**src/rtl/fetch_queue_stage.sv**
```systemverilog
// Instruction-fetch stage. It keeps up to MAX_OUTSTANDING bus requests in
// flight and buffers the returned instructions, plus AdEL exceptions, in an
// in-order result queue that feeds ID.
module fetch_queue_stage #(
    parameter int unsigned MAX_OUTSTANDING = 2,
    parameter int unsigned QUEUE_DEPTH     = 4
) (
    input  logic        clk,
    input  logic        resetn,
    // instruction bus
    output logic        inst_req,
    output logic [31:0] inst_addr,
    input  logic        inst_addr_ok,
    input  logic        inst_data_ok,
    input  logic [31:0] inst_rdata,
    // PC generator side
    input  logic        valid_i,
    input  logic [31:0] pc_i,
    output logic        ready_o,
    // ID side
    output logic        valid_o,
    output logic [31:0] pc_o,
    output logic [31:0] inst_o,
    output logic        exc_o,
    output logic [4:0]  exccode_o,
    output logic [31:0] badvaddr_o,
    input  logic        ready_i,
    input  logic        cancel_i,
    output logic        wait_data
);

    localparam int unsigned OW  = $clog2(MAX_OUTSTANDING + 1);
    localparam int unsigned QW  = $clog2(QUEUE_DEPTH + 1);
    localparam int unsigned SW  = QW + 1;
    localparam int unsigned PPW = (MAX_OUTSTANDING > 1) ? $clog2(MAX_OUTSTANDING) : 1;
    localparam int unsigned QPW = (QUEUE_DEPTH > 1) ? $clog2(QUEUE_DEPTH) : 1;
    localparam logic [4:0]  EXC_ADEL = 5'h04;

    // Pending FIFO: PCs of accepted requests awaiting their response
    logic [31:0]    pend_pc_q [MAX_OUTSTANDING];
    logic [PPW-1:0] pend_rptr_q, pend_rptr_d;
    logic [PPW-1:0] pend_wptr_q, pend_wptr_d;
    logic [OW-1:0]  outstanding_q, outstanding_d;
    logic [OW-1:0]  discard_q, discard_d;

    // Result queue
    logic [31:0]    q_pc_q   [QUEUE_DEPTH];
    logic [31:0]    q_inst_q [QUEUE_DEPTH];
    logic           q_exc_q  [QUEUE_DEPTH];
    logic [QPW-1:0] q_rptr_q, q_rptr_d;
    logic [QPW-1:0] q_wptr_q, q_wptr_d;
    logic [QW-1:0]  qcount_q, qcount_d;

    logic           adel_c;
    logic           credit_c;
    logic           slot_c;
    logic           issue_c;
    logic           exc_acc_c;
    logic           q_push_c;
    logic           q_pop_c;
    logic [31:0]    push_pc_c;
    logic [31:0]    push_inst_c;
    logic           push_exc_c;
    logic [SW-1:0]  inflight_sum_c;

    // Issue / accept decisions from current state
    always_comb begin
        adel_c         = |pc_i[1:0];
        inflight_sum_c = SW'(outstanding_q) + SW'(qcount_q);
        credit_c       = inflight_sum_c < SW'(QUEUE_DEPTH);
        slot_c         = outstanding_q < OW'(MAX_OUTSTANDING);
        inst_req       = resetn & valid_i & ~adel_c & ~cancel_i & credit_c & slot_c;
        issue_c        = inst_req & inst_addr_ok;
        exc_acc_c      = resetn & valid_i & adel_c & ~cancel_i & credit_c
                         & (outstanding_q == '0);
        ready_o        = issue_c | exc_acc_c;
        inst_addr      = pc_i;
    end

    // Queue push/pop selection; a pushed exception never coincides with a response
    always_comb begin
        q_pop_c     = valid_o & ready_i & ~cancel_i;
        q_push_c    = exc_acc_c | (inst_data_ok & (discard_q == '0) & ~cancel_i);
        push_pc_c   = pend_pc_q[pend_rptr_q];
        push_inst_c = inst_rdata;
        push_exc_c  = 1'b0;
        if (exc_acc_c) begin
            push_pc_c   = pc_i;
            push_inst_c = '0;
            push_exc_c  = 1'b1;
        end
    end

    // Next-state for counters and pointers
    always_comb begin
        outstanding_d = outstanding_q;
        discard_d     = discard_q;
        pend_rptr_d   = pend_rptr_q;
        pend_wptr_d   = pend_wptr_q;
        qcount_d      = qcount_q;
        q_rptr_d      = q_rptr_q;
        q_wptr_d      = q_wptr_q;

        if (issue_c && !inst_data_ok)      outstanding_d = outstanding_q + OW'(1);
        else if (!issue_c && inst_data_ok) outstanding_d = outstanding_q - OW'(1);

        if (issue_c)
            pend_wptr_d = (pend_wptr_q == PPW'(MAX_OUTSTANDING - 1)) ? '0 : pend_wptr_q + PPW'(1);
        if (inst_data_ok)
            pend_rptr_d = (pend_rptr_q == PPW'(MAX_OUTSTANDING - 1)) ? '0 : pend_rptr_q + PPW'(1);

        if (cancel_i) begin
            // everything still in flight except a response landing now gets dropped
            discard_d = outstanding_q - OW'(inst_data_ok);
            qcount_d  = '0;
            q_rptr_d  = '0;
            q_wptr_d  = '0;
        end else begin
            if (inst_data_ok && discard_q != '0) discard_d = discard_q - OW'(1);
            if (q_push_c && !q_pop_c)      qcount_d = qcount_q + QW'(1);
            else if (!q_push_c && q_pop_c) qcount_d = qcount_q - QW'(1);
            if (q_push_c)
                q_wptr_d = (q_wptr_q == QPW'(QUEUE_DEPTH - 1)) ? '0 : q_wptr_q + QPW'(1);
            if (q_pop_c)
                q_rptr_d = (q_rptr_q == QPW'(QUEUE_DEPTH - 1)) ? '0 : q_rptr_q + QPW'(1);
        end
    end

    // Control state with synchronous active-low reset
    always_ff @(posedge clk) begin
        if (!resetn) begin
            outstanding_q <= '0;
            discard_q     <= '0;
            pend_rptr_q   <= '0;
            pend_wptr_q   <= '0;
            qcount_q      <= '0;
            q_rptr_q      <= '0;
            q_wptr_q      <= '0;
        end else begin
            outstanding_q <= outstanding_d;
            discard_q     <= discard_d;
            pend_rptr_q   <= pend_rptr_d;
            pend_wptr_q   <= pend_wptr_d;
            qcount_q      <= qcount_d;
            q_rptr_q      <= q_rptr_d;
            q_wptr_q      <= q_wptr_d;
        end
    end

    // Storage arrays; contents are only observed through valid pointers
    always_ff @(posedge clk) begin
        if (issue_c) pend_pc_q[pend_wptr_q] <= pc_i;
        if (q_push_c) begin
            q_pc_q[q_wptr_q]   <= push_pc_c;
            q_inst_q[q_wptr_q] <= push_inst_c;
            q_exc_q[q_wptr_q]  <= push_exc_c;
        end
    end

    // Head-of-queue outputs, forced to zero while the queue is empty
    always_comb begin
        valid_o    = qcount_q != '0;
        wait_data  = outstanding_q != '0;
        pc_o       = valid_o ? q_pc_q[q_rptr_q] : '0;
        inst_o     = valid_o ? q_inst_q[q_rptr_q] : '0;
        exc_o      = valid_o & q_exc_q[q_rptr_q];
        exccode_o  = exc_o ? EXC_ADEL : 5'h00;
        badvaddr_o = exc_o ? q_pc_q[q_rptr_q] : '0;
    end

    // A response with nothing outstanding is a bus protocol violation
    assert property (@(posedge clk) disable iff (!resetn)
                     !(inst_data_ok && outstanding_q == '0));

endmodule

```
**config.mk**
```make
export PLATFORM = sky130hd
export DESIGN_NAME = fetch_queue_stage
export DESIGN_NICKNAME = d
export VERILOG_FILES = /design/src/rtl/fetch_queue_stage.sv
export SDC_FILE = /design/constraint.sdc
export NUM_CORES = 1
export LEC_CHECK = 0
export BUFFER_PORTS_ARGS = -buffer_cell sky130_fd_sc_hd__buf_2
export CORE_MARGIN = 10
export CORE_UTILIZATION = 61
export CTS_CLUSTER_DIAMETER = 120
export CTS_CLUSTER_SIZE = 28
export DETAILED_ROUTE_END_ITERATION = 10
export PLACE_DENSITY_LB_ADDON = 0.12
export SYNTH_ARGS = -nofsm -noshare
export SYNTH_HDL_FRONTEND = slang
export SYNTH_SLANG_ARGS = --single-unit
export TNS_END_PERCENT = 1
```
**constraint.sdc**
```tcl
create_clock -name clk -period 8.3 [get_ports clk]
set_input_delay 1.245 -clock clk [delete_from_list [all_inputs] [get_ports clk]]
set_output_delay 1.245 -clock clk [all_outputs]
set_load 0.05 [all_outputs]
```
==> results of run 1 <==
critical path: cells and delay by family, from the launching register on:
family | cells | cell delay (ns)
buffers and inverters | 2 | 0.99
DFF | 1 | 0.70
muxes | 1 | 0.62
and+or+nand+nor | 1 | 0.19
sequential cells by signal (all words and copies together) (netlist names), 3 cells and up, named ones only:
register	flops
q_exc_q	4
q_inst_q	128
qcount_q	3
pend_pc_q	64
q_pc_q	128
cell usage after synthesis, drive strengths merged, types with 9 or more instances:
cell,n,area (sq um)
clkbuf,19,71.32
mux2i,35,350.3
a21oi,36,183.9
buf,60,455.4
inv,12,45.04
edfxtp,324,9729
mux4,65,1464
dfxtp,16,320.3
ha,10,125.1
nand2,9,33.78
nor2,37,138.9
and3,33,206.5
and2,100,625.6
stage by stage:
stage	std cells	utilization [%]
3_3_place_gp	1212	66.17
6_report	1240	68.34
5_1_grt	1240	68.34
4_1_cts	1240	68.34
3_5_place_dp	1212	66.17
2_1_floorplan	798	-
cell type report:
cell class / instances / area, sq um
Sequential cell: 340 / 10060
Fill cell: 1516 / 7189
Multi-Input combinational cell: 367 / 3516
Timing Repair Buffer: 208 / 1051
Clock buffer: 27 / 462.9
Tap cell: 285 / 356.6
Inverter: 12 / 45.04
Clock inverter: 1 / 30.03
report_power, final:
group          switching, mW  internal, mW  total (mW)  leakage (nW)
Combinational          0.325         0.131       0.457          2.35
Sequential            0.0231          1.92        1.95          3.07
Clock                  0.496         0.395       0.890         0.233
Total                  0.844          2.45        3.29          5.65
cell usage in the layout, fill, tap and decap left out, drive strengths merged, types with 2 or more instances in the layout:
cell    instances
xor2            4
or2             3
conb            4
dfxtp          16
or3             5
edfxtp        324
mux2i          35
inv            12
and2          100
and3           33
and2b           3
nor2b           2
o21ai           3
nand2           9
o211a           2
xnor2           3
nand3           3
ha             10
buf           208
clkbuf         27
nor2           37
a21oi          36
mux4           65
routing by layer:
| layer | up-vias | share of wire, % | GRT usage [%] |
|---|---|---|---|
| met4 | 0 | 1.9 | 4.385 |
| met1 | 3567 | 40 | 22.58 |
| met3 | 28 | 5.7 | 2.873 |
| met5 | - | 0 | 0 |
| li1 | 3274 | - | - |
| met2 | 219 | 52 | 33.09 |
cell families after synthesis:
kind of cell             Yosys count
AO/OA/AOI/OAI                     44
XOR/XNOR                           7
adder cells (fa/ha/maj)           11
buffers and inverters             91
flip-flops                       340
multiplexers                     100
other                              1
AND/OR/NAND/NOR                  201
how the worst max path moves through the flow:
stage | from | endpoint | slack, ns | cells after the start
2_1_floorplan | cancel_i | q_exc_q[2]$_DFFE_PP_ | 3.16 | 3
3_3_place_gp | flip-flop | badvaddr_o[1] | 4.45 | 4
6_report | flip-flop | badvaddr_o[28] | 4.00 | 4
4_1_cts | flip-flop | badvaddr_o[27] | 3.88 | 4
3_5_place_dp | flip-flop | badvaddr_o[27] | 4.45 | 4
5_1_grt | flip-flop | badvaddr_o[28] | 3.71 | 4
==> results.ini, run 1 <==
[power]
p_leak_nw=5.647
ir_drop_mv=0.2051
p_per_area_mw_per_mm2=212.1
power.total_mw=3.293

[cts]
cts-root-buf=clkbuf_16
htree_levels=1
clk_pin_slew_ns=0.10
clockBufferDepth=3
postCtsHoldBufs=0
cts_resized=0
cts_setup_buffers=0
cts_tree=yes
clock_latency_ns=0.50
clkSinkCount=340
cts_buffers=16

[timing]
setup_slack_ns=4.004
tightest_slew_ns=1.150
setup_viol=0
final_max_slew_viol_count=0
worst_hold_slack_ns=0.4944
post-route-period-util_pct=51.75
fmax_mhz=232.8
period_needed_ns=4.296
rsz0062_at_grt=no
skew_ns=0.02719
hold_viol=0
relSlewSlack_pct=23.32
fin_tns_setup_ns=0

[logic_synthesis]
synth_compound_area_share_pct=1.811
synth_top_family_by_area=multiplexers
ys_ff_latch=340
synth_fa_ha_area_share_pct=1.030
synth.area.mux_share_pct=12.87
yosys.area_share.simple_pct=8.469
async_flop_share_pct=0
seq_area_frac_synth_pct=71.30
synth_xor_area_share_pct=0.4350
synth_edf_count=324
yosysWarnings=0
syn_area_sq_mm=0.01409
synthDistinctLibCells=38
synth_area_per_cell_sq_um=17.73
synthFlopType=edfxtp_1
netlist_instances=795

[worst_setup_path]
critPathArrivalTime_ns=3.05
reg2reg_from=qcount_q[0]$_SDFFE_PP0P_
worstSetupPathType=flip-flop to output port
cp-end-kind=output port
slowest_delay_ns=0.78
worstPathCellList=buf_4 -> mux4_2 -> and3_1 -> buf_2
crit_path_start_kind=flip-flop
ff2ff_setup_slack_ns=5.05
worstPathRequired_ns=7.05
rr_worst_depth=10
worstReg2RegEnd=qcount_q[2]$_SDFFE_PP0P_
crit_fanout=41
crit_slowest_cell=buf_4

[placement]
place_area_sq_mm=0.01503
portBuffers=204
gp_congestion=0.8135
dp_hpwl_um=16930
place_ws_ns=4.445

[global_route]
antenna_found_initial=0
grt_pass1_wl_um=41970
grt_usage_pct=18.30
grt_max_degree=98
overflow=0
grt_pass1_vias=7713

[route]
wl_um=27550
post_drt_wl_per_cell_um=22.22
num_vias=7088
post-route-drc-count=0
ant_nets=0
viasPerCell=5.716
drt_iter0_drc=522
firstDrtPassIters=5

[layout]
final_nets=1027
syn_to_final_growth_pct=10.11
drive_above_1_share_pct=32.46
final_area_sq_mm=0.01552
diodes=0

[status]
status=finished, final reports clean

[floorplan]
die_x_um=172.0
die_height_um=172.0
pin_count=209
core-area_sq_mm=0.02271
core.rowCount=55
start_util_pct=62.07
dieArea_sq_mm=0.02959

[job]
max-cap-violations=0

[min_path]
hold_path.class=flip-flop to flip-flop
holdPathStages=2
worstHoldStart=q_rptr_q[1]$_SDFFE_PP0P_

(Power assumes the default switching activity.)
==> inputs of run 2 (changes only) <==
CORE_UTILIZATION = 51   (was 61)
clock period = 3.9 ns   (was 8.3 ns; I/O delays follow)
==> run 2 against run 1 <==
Combinational power increased by 110%. Clock power increased by 110%. Critical endpoint is now badvaddr_o[15]. Largest power group unchanged. Clock skew is 0.0014 ns lower.
==> results.ini, run 2 (synthesized netlist as in run 1, its figures left out) <==
[route]
num_vias=7016
firstDrtPassIters=4
drt_iter0_drc=446
viasPerCell=5.271
ant_nets=0
wl_um=27930
post-route-drc-count=0
post_drt_wl_per_cell_um=20.98

[global_route]
gr-usage-met2_pct=26.49
grt_busiest_layer=met2
grt_pass1_vias=7285
grt_usage_pct=15.92
grt_util_met1_pct=22.19
overflow=0
grtUsageMet3_pct=2.406
grt_max_degree=100
antenna_found_initial=0
grt_pass1_wl_um=42570

[cts]
postCtsHoldBufs=0
cts_setup_buffers=0
clockBufferDepth=3
htree_levels=1
clock_latency_ns=0.50
cts_resized=0
clkSinkCount=340
cts-root-buf=clkbuf_16
clk_pin_slew_ns=0.11
cts_buffers=16
cts_tree=yes

[layout]
multi_input_area_sq_mm=0.003516
final_cells=1331
seq_area_sq_mm=0.01006
drive_above_1_share_pct=33.19
fill_cells=2097
mostFrequentLayoutCells=324 x edfxtp_1, 204 x buf_2, 100 x and2_1
final_nets=1035
syn_to_final_growth_pct=11.64
reg.largest.list=q_inst_q x128, q_pc_q x128, pend_pc_q x64
final_common_cell=edfxtp_1

[worst_setup_path]
cp-end-kind=output port
crit_fanout=34
worstPathCellList=mux4_2 -> and3_1 -> buf_2
crit_slowest_cell=mux4_2
worstSetupPathType=flip-flop to output port
worstPathRequired_ns=3.31
crit_path_start_kind=flip-flop
critPathArrivalTime_ns=2.66
slowest_delay_ns=0.95

[placement]
dp.cells=1307
gp_congestion=0.7012
dp_hpwl_um=17120
portBuffers=204

[timing]
post-route-period-util_pct=83.14
skew_ns=0.02582
setup_viol=0
fmax_mhz=308.4
hold_viol=0
fin_tns_setup_ns=0
final_max_slew_viol_count=0
relSlewSlack_pct=25.35
rsz0062_at_grt=no
period_needed_ns=3.242
tightest_slew_ns=1.120

[floorplan]
die_x_um=186.2
die_height_um=186.2
core.rowCount=60
dieArea_sq_mm=0.03469
start_util_pct=52.01
pin_count=209
core-area_sq_mm=0.02710

[min_path]
hold_path.class=primary input to flip-flop

[status]
status=finished, final reports clean

[power]
p_leak_nw=5.696
p_per_area_mw_per_mm2=444.7
ir_drop_mv=0.3277

[job]
max-cap-violations=0

==> run 2: changes by cell type in the layout (fill, tap and decap cells not counted), sizes merged <==
cell and change:
diode +1, clkbuf -5, buf +8
==> run 2: layout make-up <==
type,count,share of cell area (%)
diodes,1,0.01590
clock buffers,22,2.823
clock inverters,1,0.1908
inverters,12,0.2863
multi-input cells,367,22.34
flip-flops and latches,340,63.92
well taps,372,2.958
repair buffers,216,7.459
==> run 2: report_power, final <==
part / switching, mW / internal (mW)
logic: 0.693 / 0.286
registers: 0.0462 / 4.09
clock network: 1.06 / 0.820
==> run 2: metal layers <==
metal	vias up	share of wire (%)
met5	-	0
li1	3290	-
met3	19	5.3
met4	0	1.1
met2	177	49
met1	3530	44
==> run 2: through the flow <==
step                      worst slack (ns)  power, mW  hold slack, ns  util [%]  instance area (sq um)
after floorplan                     0.6643      4.970          0.4501         -                  14110
after CTS                           0.5931      7.068          0.2739     58.05                  15730
after global routing                0.4646      7.278          0.2797     58.05                  15730
after detailed placement             1.157      5.214          0.4716     56.30                  15260
final                               0.6577      6.998          0.2953     58.06                  15740
after global placement               1.176      5.207          0.4669     56.30                  15260
==> run 2: worst max-delay path: cells and delay by family (launching register included) <==
family        cells  cell delay [ns]
mux               1             0.95
flops             1             0.66
buf+inv           1             0.21
simple gates      1             0.33
==> run 2: worst paths after layout <==
kind,startpoint,end,slack (ns),cells past startpoint
max,flip-flop,badvaddr_o[15],0.66,3
min,pc_i[15],pend_pc_q[0][15]$_DFFE_PP_,0.30,1
max reg2reg,outstanding_q[1]$_SDFFE_PN0P_,q_pc_q[2][18]$_DFFE_PP_,1.43,5
min reg2reg,q_rptr_q[1]$_SDFFE_PP0P_,flip-flop,0.49,2
